`src/rtl/skip_seq.sv`:
```
// skip_seq: multi-channel clock-skip (pulse-swallow) sequencer with shadow-loaded skip rings.
// Define SKIP_GATED_CLK_EN to add glitch-free gated clock outputs oCLK.
module skip_lane #(
  parameter int LEN  = 16,
  parameter int LW   = 4,
  parameter int CNTW = 16
) (
  input  logic            iCLK,
  input  logic            iRSTn,
  input  logic            ereg,
  input  logic            ld,
  input  logic [LEN-1:0]  ipat,
  input  logic [LW-1:0]   ilen,
  input  logic            imode,
  output logic            ce,
  output logic            st,
  output logic            done,
  output logic            pend,
  output logic [CNTW-1:0] cnt
);
  localparam logic [LW-1:0] LMAX = LW'(LEN-1);

  logic [LEN-1:0] pat, spat;
  logic [LW-1:0]  len, slen, pos;
  logic           mode, smode;
  logic           swal, adv, wrap, apply;

  assign swal  = st & ereg & pat[pos];
  assign ce    = ~swal;
  assign adv   = st & ereg;
  assign wrap  = adv & (pos == len);
  // idle channels take the shadow at once; running ones only at the wrap edge
  assign apply = pend & (~st | wrap);

  always_ff @(posedge iCLK or negedge iRSTn) begin
    if (!iRSTn) begin
      pat   <= '0;
      spat  <= '0;
      len   <= '0;
      slen  <= '0;
      mode  <= 1'b0;
      smode <= 1'b0;
      pos   <= '0;
      pend  <= 1'b0;
      st    <= 1'b0;
      done  <= 1'b0;
      cnt   <= '0;
    end else begin
      if (ld) begin
        spat  <= ipat;
        slen  <= (ilen > LMAX) ? LMAX : ilen;
        smode <= imode;
        pend  <= 1'b1;
      end
      if (apply) begin
        pat  <= spat;
        len  <= slen;
        mode <= smode;
        pend <= 1'b0;
        pos  <= '0;
        cnt  <= '0;
        done <= 1'b0;
        st   <= 1'b1;
      end else begin
        if (wrap) begin
          pos <= '0;
          if (mode) begin
            st   <= 1'b0;
            done <= 1'b1;
          end
        end else if (adv) begin
          pos <= pos + 1'b1;
        end
        if (swal && (cnt != '1)) cnt <= cnt + 1'b1;
      end
    end
  end
endmodule

module skip_seq #(
  parameter int NCH  = 2,
  parameter int CHW  = 1,
  parameter int LEN  = 16,
  parameter int LW   = 4,
  parameter int CNTW = 16
) (
  input  logic                iCLK,
  input  logic                iRSTn,
  input  logic                iE,
  input  logic                iLD,
  input  logic [CHW-1:0]      iCH,
  input  logic [LEN-1:0]      iPAT,
  input  logic [LW-1:0]       iLEN,
  input  logic                iMODE,
  output logic                oRDY,
  output logic [NCH-1:0]      oCE,
  output logic [NCH-1:0]      oST,
  output logic [NCH-1:0]      oDONE,
  output logic [NCH*CNTW-1:0] oSKCNT
`ifdef SKIP_GATED_CLK_EN
  ,
  output logic [NCH-1:0]      oCLK
`endif
);
  logic                      ereg;
  logic [NCH-1:0]            pend, ld;
  logic [NCH-1:0][CNTW-1:0]  cnt;

  always_ff @(posedge iCLK or negedge iRSTn)
    if (!iRSTn) ereg <= 1'b0;
    else        ereg <= iE;

  // out-of-range channel numbers read as ready and never load anything
  always_comb begin
    oRDY = 1'b1;
    for (int c = 0; c < NCH; c++)
      if (iCH == CHW'(c)) oRDY = ~pend[c];
  end

  for (genvar g = 0; g < NCH; g++) begin : g_lane
    assign ld[g] = iLD & ~pend[g] & (iCH == CHW'(g));
    skip_lane #(.LEN(LEN), .LW(LW), .CNTW(CNTW)) u_lane (
      .iCLK  (iCLK),
      .iRSTn (iRSTn),
      .ereg  (ereg),
      .ld    (ld[g]),
      .ipat  (iPAT),
      .ilen  (iLEN),
      .imode (iMODE),
      .ce    (oCE[g]),
      .st    (oST[g]),
      .done  (oDONE[g]),
      .pend  (pend[g]),
      .cnt   (cnt[g])
    );
  end

  assign oSKCNT = cnt;

`ifdef SKIP_GATED_CLK_EN
  // enable sampled while the clock is low, so each gated high phase is all or nothing
  logic [NCH-1:0] ceL;
  always_ff @(negedge iCLK or negedge iRSTn)
    if (!iRSTn) ceL <= '1;
    else        ceL <= oCE;
  assign oCLK = {NCH{iCLK}} & ceL;
`endif
endmodule

```
`config.mk`:
```
export PLATFORM = sky130hd
export DESIGN_NAME = skip_seq
export DESIGN_NICKNAME = d
export VERILOG_FILES = /design/src/rtl/skip_seq.sv
export SDC_FILE = /design/constraint.sdc
export NUM_CORES = 1
export LEC_CHECK = 0
export BUFFER_PORTS_ARGS = -buffer_cell sky130_fd_sc_hd__buf_2
export CORE_MARGIN = 3
export CORE_UTILIZATION = 45
export DETAILED_ROUTE_END_ITERATION = 16
export MAX_ROUTING_LAYER = met4
export PLACE_DENSITY = 0.68
export SLEW_MARGIN = 10
export SYNTH_ARGS = -nofsm -noshare
export SYNTH_HDL_FRONTEND = slang
export SYNTH_SLANG_ARGS = --single-unit
export TNS_END_PERCENT = 30
```
`constraint.sdc`:
```
create_clock -name iCLK -period 2.21 [get_ports iCLK]
set_input_delay 0.3315 -clock iCLK [delete_from_list [all_inputs] [get_ports iCLK]]
set_output_delay 0.3315 -clock iCLK [all_outputs]
set_load 0.01 [all_outputs]
```
==> flow_summary.yaml <==
worst_hold_path:
  hold_path.class: "in -> reg"
detailed_routing:
  finalWirelength_um: 14970
  viasPerCell: 5.412
  num_vias: 4865
  ant_nets: 0
  wl_per_cell_um: 16.65
  drc: 0
  dr.first_iter.drc_count: 331
  drt_pre_antenna_iters: 5
sta:
  skew_ps: 5.951
  fin_crit_sh_pct: 102.4
  finalCriticalPeriod_ps: 2262
  max_freq_mhz: 442.0
  worst_pin_slew_ps: 654.8
  report.final.slew_viol_count: 0
  setup_violations: 6
  relSlewSlack_pct: 56.34
  hold_viol: 0
  grt_setup_unrepaired: "yes"
  fin_ws_ps: -52.42
  tns_ps: -211.5
layout:
  num-fill-cells: 1026
  diodes: 0
  area_growth_pct: 33.27
  final_net_count: 744
  drive_gt1_share_pct: 38.10
floorplan:
  std_cell_rows: 41
  dieArea_um2: 14690
  ios: 65
  initial_core_util_pct: 46.75
  core_area_um2: 12770
  die_y_um: 121.2
  die_w_um: 121.2
clock_network:
  clock_tree.root_cell: "clkbuf_16"
  clkTransAtPathRegs_ps: 60
  cts.sink_count: 131
  tritoncts.num_buffers: 17
  cts_buffer_depth: 2
  h-tree-depth: 4
  tritoncts: "built"
  clkLatencyLatePin_ps: 410
outcome:
  outcome: "finished with violations"
  violations: "setup timing"
grt:
  grt_pass1_vias: 4952
  grt_max_degree: 48
  grt_overflow: 0
  grtUsageTotal_pct: 21.64
  grt_pass1_wl_um: 24300
  antenna_found_initial: 0
setup_path:
  crit_top_cell: "buf_4"
  cp_max_fo: 6
  path_cells: "buf_4, buf_4, mux2i_2, nand3_2, a31oi_2, buf_2"
  crit_path_top_delay_cell: "dfrtp_2"
  path_buf_inv: 3
  critPathTopFamily: "buffers and inverters"
  cpPeakStageDelay_ps: 460
  critPathCaptureType: "output pin"
  arrival_ps: 1930
  worstPathRequired_ps: 1880
  start_kind: "flop"
  crit_type: "reg -> out"
yosys:
  synth-compound-area-share_pct: 7.417
  synth_cells: 581
  synth.top_cell.area_share_pct: 54.89
  synth.most_common_cell: "nand2_1"
  synth-simple-area-share_pct: 19.80
  synth-xor-area-share_pct: 3.080
  synth_top_area_cell: "dfrtp_1"
  ys_warn_count: 0
  seq_area_frac_synth_pct: 54.89
  synth_edf_count: 0
  synth_area_leaders: "dfrtp_1 (55%), nand2_1 (9.6%), mux2_2 (8.1%)"
  synth_top_family_by_area: "simple AND/OR/NAND/NOR gates"
  async_flop_share_pct: 100.0
  synth-adder-area-share_pct: 0.8380
  syn_area_per_cell_um2: 10.28
  ys_types: 53
  mappedNetlistNets: 611
  synth_area_um2: 5972
  synth_ff_type: "dfrtp_1"
  synthTopCellsByCount: "nand2_1 (152), dfrtp_1 (131), mux2_2 (43), nor2_1 (27), a21oi_1 (26)"
  yosys_register_bits: 131
  synthMuxAreaShare_pct: 10.62
run:
  cap_violations: 0
power_and_ir_drop:
  ir_drop_v: 0.0006474
  p_leak_nw: 3.746
  power.density_nw_per_um2: 1381
place:
  pre_cts_ws_ps: -205.9
  place_congestion: 0.8587
  dp_hpwl_um: 9988
  port_buffers: 64
## layer usage
layer  wire length [µm]  vias to the layer above  global-route usage, %
met5                  0                        -                      -
met3                642                       35                  4.569
li1                   -                     2274                      -
met2               7310                      137                  33.62
met1               6635                     2419                  28.02
met4                380                        0                  8.613
## power breakdown
group	switching, W	leakage (nW)	internal [W]
Sequential	0.000657	1.65	0.00334
Clock	0.00100	0.311	0.00202
Combinational	0.00210	1.79	0.00187
## worst paths after layout
check                                                      startpoint  cells past startpoint  slack (ps)                                   end
worst max-delay path              g_lane[1].u_lane.pos[2]$_DFFE_PN0P_                      6         -50                                oCE[1]
worst max register to register    g_lane[1].u_lane.pos[2]$_DFFE_PN0P_                      7         -50  g_lane[1].u_lane.cnt[14]$_DFFE_PN0P_
worst min-delay path                                               iE                      1          30                        ereg$_DFF_PN0_
worst min register to register  g_lane[1].u_lane.spat[13]$_DFFE_PN0P_                      2         460  g_lane[1].u_lane.pat[13]$_DFFE_PN0N_
max in group asynchronous                                       iRSTn                      3        1060   g_lane[1].u_lane.pos[2]$_DFFE_PN0P_
min in group asynchronous                                       iRSTn                      2         490  g_lane[1].u_lane.cnt[14]$_DFFE_PN0P_
## worst register-to-register path: cells and delay by family, from the launching register on
family,cells,cell delay [ps]
mux,1,140
buf+inv,1,150
flops,1,460
simple gates,3,940
compound gates,2,490
## through the flow
stage / hold slack, ps / total power, W / instances / area, µm² / utilization (%)
6_report: 26.93 / 0.01099 / 899 / 7959 / 62.31
3_3_place_gp: 390.3 / 0.007213 / 850 / 6862 / 53.72
2_1_floorplan: 35.91 / 0.006225 / 581 / 5972 / -
3_5_place_dp: 407.2 / 0.007386 / 850 / 6862 / 53.72
5_1_grt: 12.50 / 0.01171 / 899 / 7959 / 62.31
4_1_cts: 8.472 / 0.01081 / 894 / 7741 / 60.60
## cells in the final DEF (no fill, tap or decap), drive strengths merged, types with 9 or more instances in the layout
| master | count |
|---|---|
| o21ai | 19 |
| clkbuf | 21 |
| nor2 | 29 |
| a21oi | 26 |
| mux2 | 43 |
| buf | 143 |
| nand4 | 11 |
| xnor2 | 10 |
| xor2 | 11 |
| inv | 9 |
| nand3 | 12 |
| nand2 | 152 |
| or3 | 11 |
| mux2i | 15 |
| or4 | 11 |
| dfrtp | 131 |
## cell families after synthesis
kind of cell    count (synthesis)
flops                         131
mux                            58
simple gates                  254
compound gates                 72
buf+inv                        41
xor+xnor                       21
fa+ha+maj                       4
## sequential cells by signal, indices dropped and copies added (netlist names)
register             cells
g_lane.u_lane.pat       32
g_lane.u_lane.cnt       32
g_lane.u_lane.smode      2
g_lane.u_lane.st         2
g_lane.u_lane.spat      32
g_lane.u_lane.mode       2
g_lane.u_lane.done       2
g_lane.u_lane.slen       8
g_lane.u_lane.pend       2
g_lane.u_lane.pos        8
ereg                     1
g_lane.u_lane.len        8
## cell type report
| type | instances | area (µm²) | share of cell area [%] |
|---|---|---|---|
| well taps | 172 | 215.2 | 2.704 |
| repair buffers | 144 | 985.9 | 12.39 |
| clock buffers | 21 | 450.4 | 5.659 |
| multi-input cells | 411 | 2806 | 35.26 |
| flip-flops and latches | 131 | 3284 | 41.27 |
| inverters | 9 | 33.78 | 0.4245 |
| clock inverters | 11 | 182.7 | 2.295 |
## timing repair
action	in CTS	in global routing
endpoints found under the setup margin	25	56
hold endpoints to repair	44	0
hold buffers	1	0
setup buffers	9	6
pin swaps	15	25
gates resized for setup	29	48
cloned	2	0
Note: power is estimated with default switching activity, not from simulation.
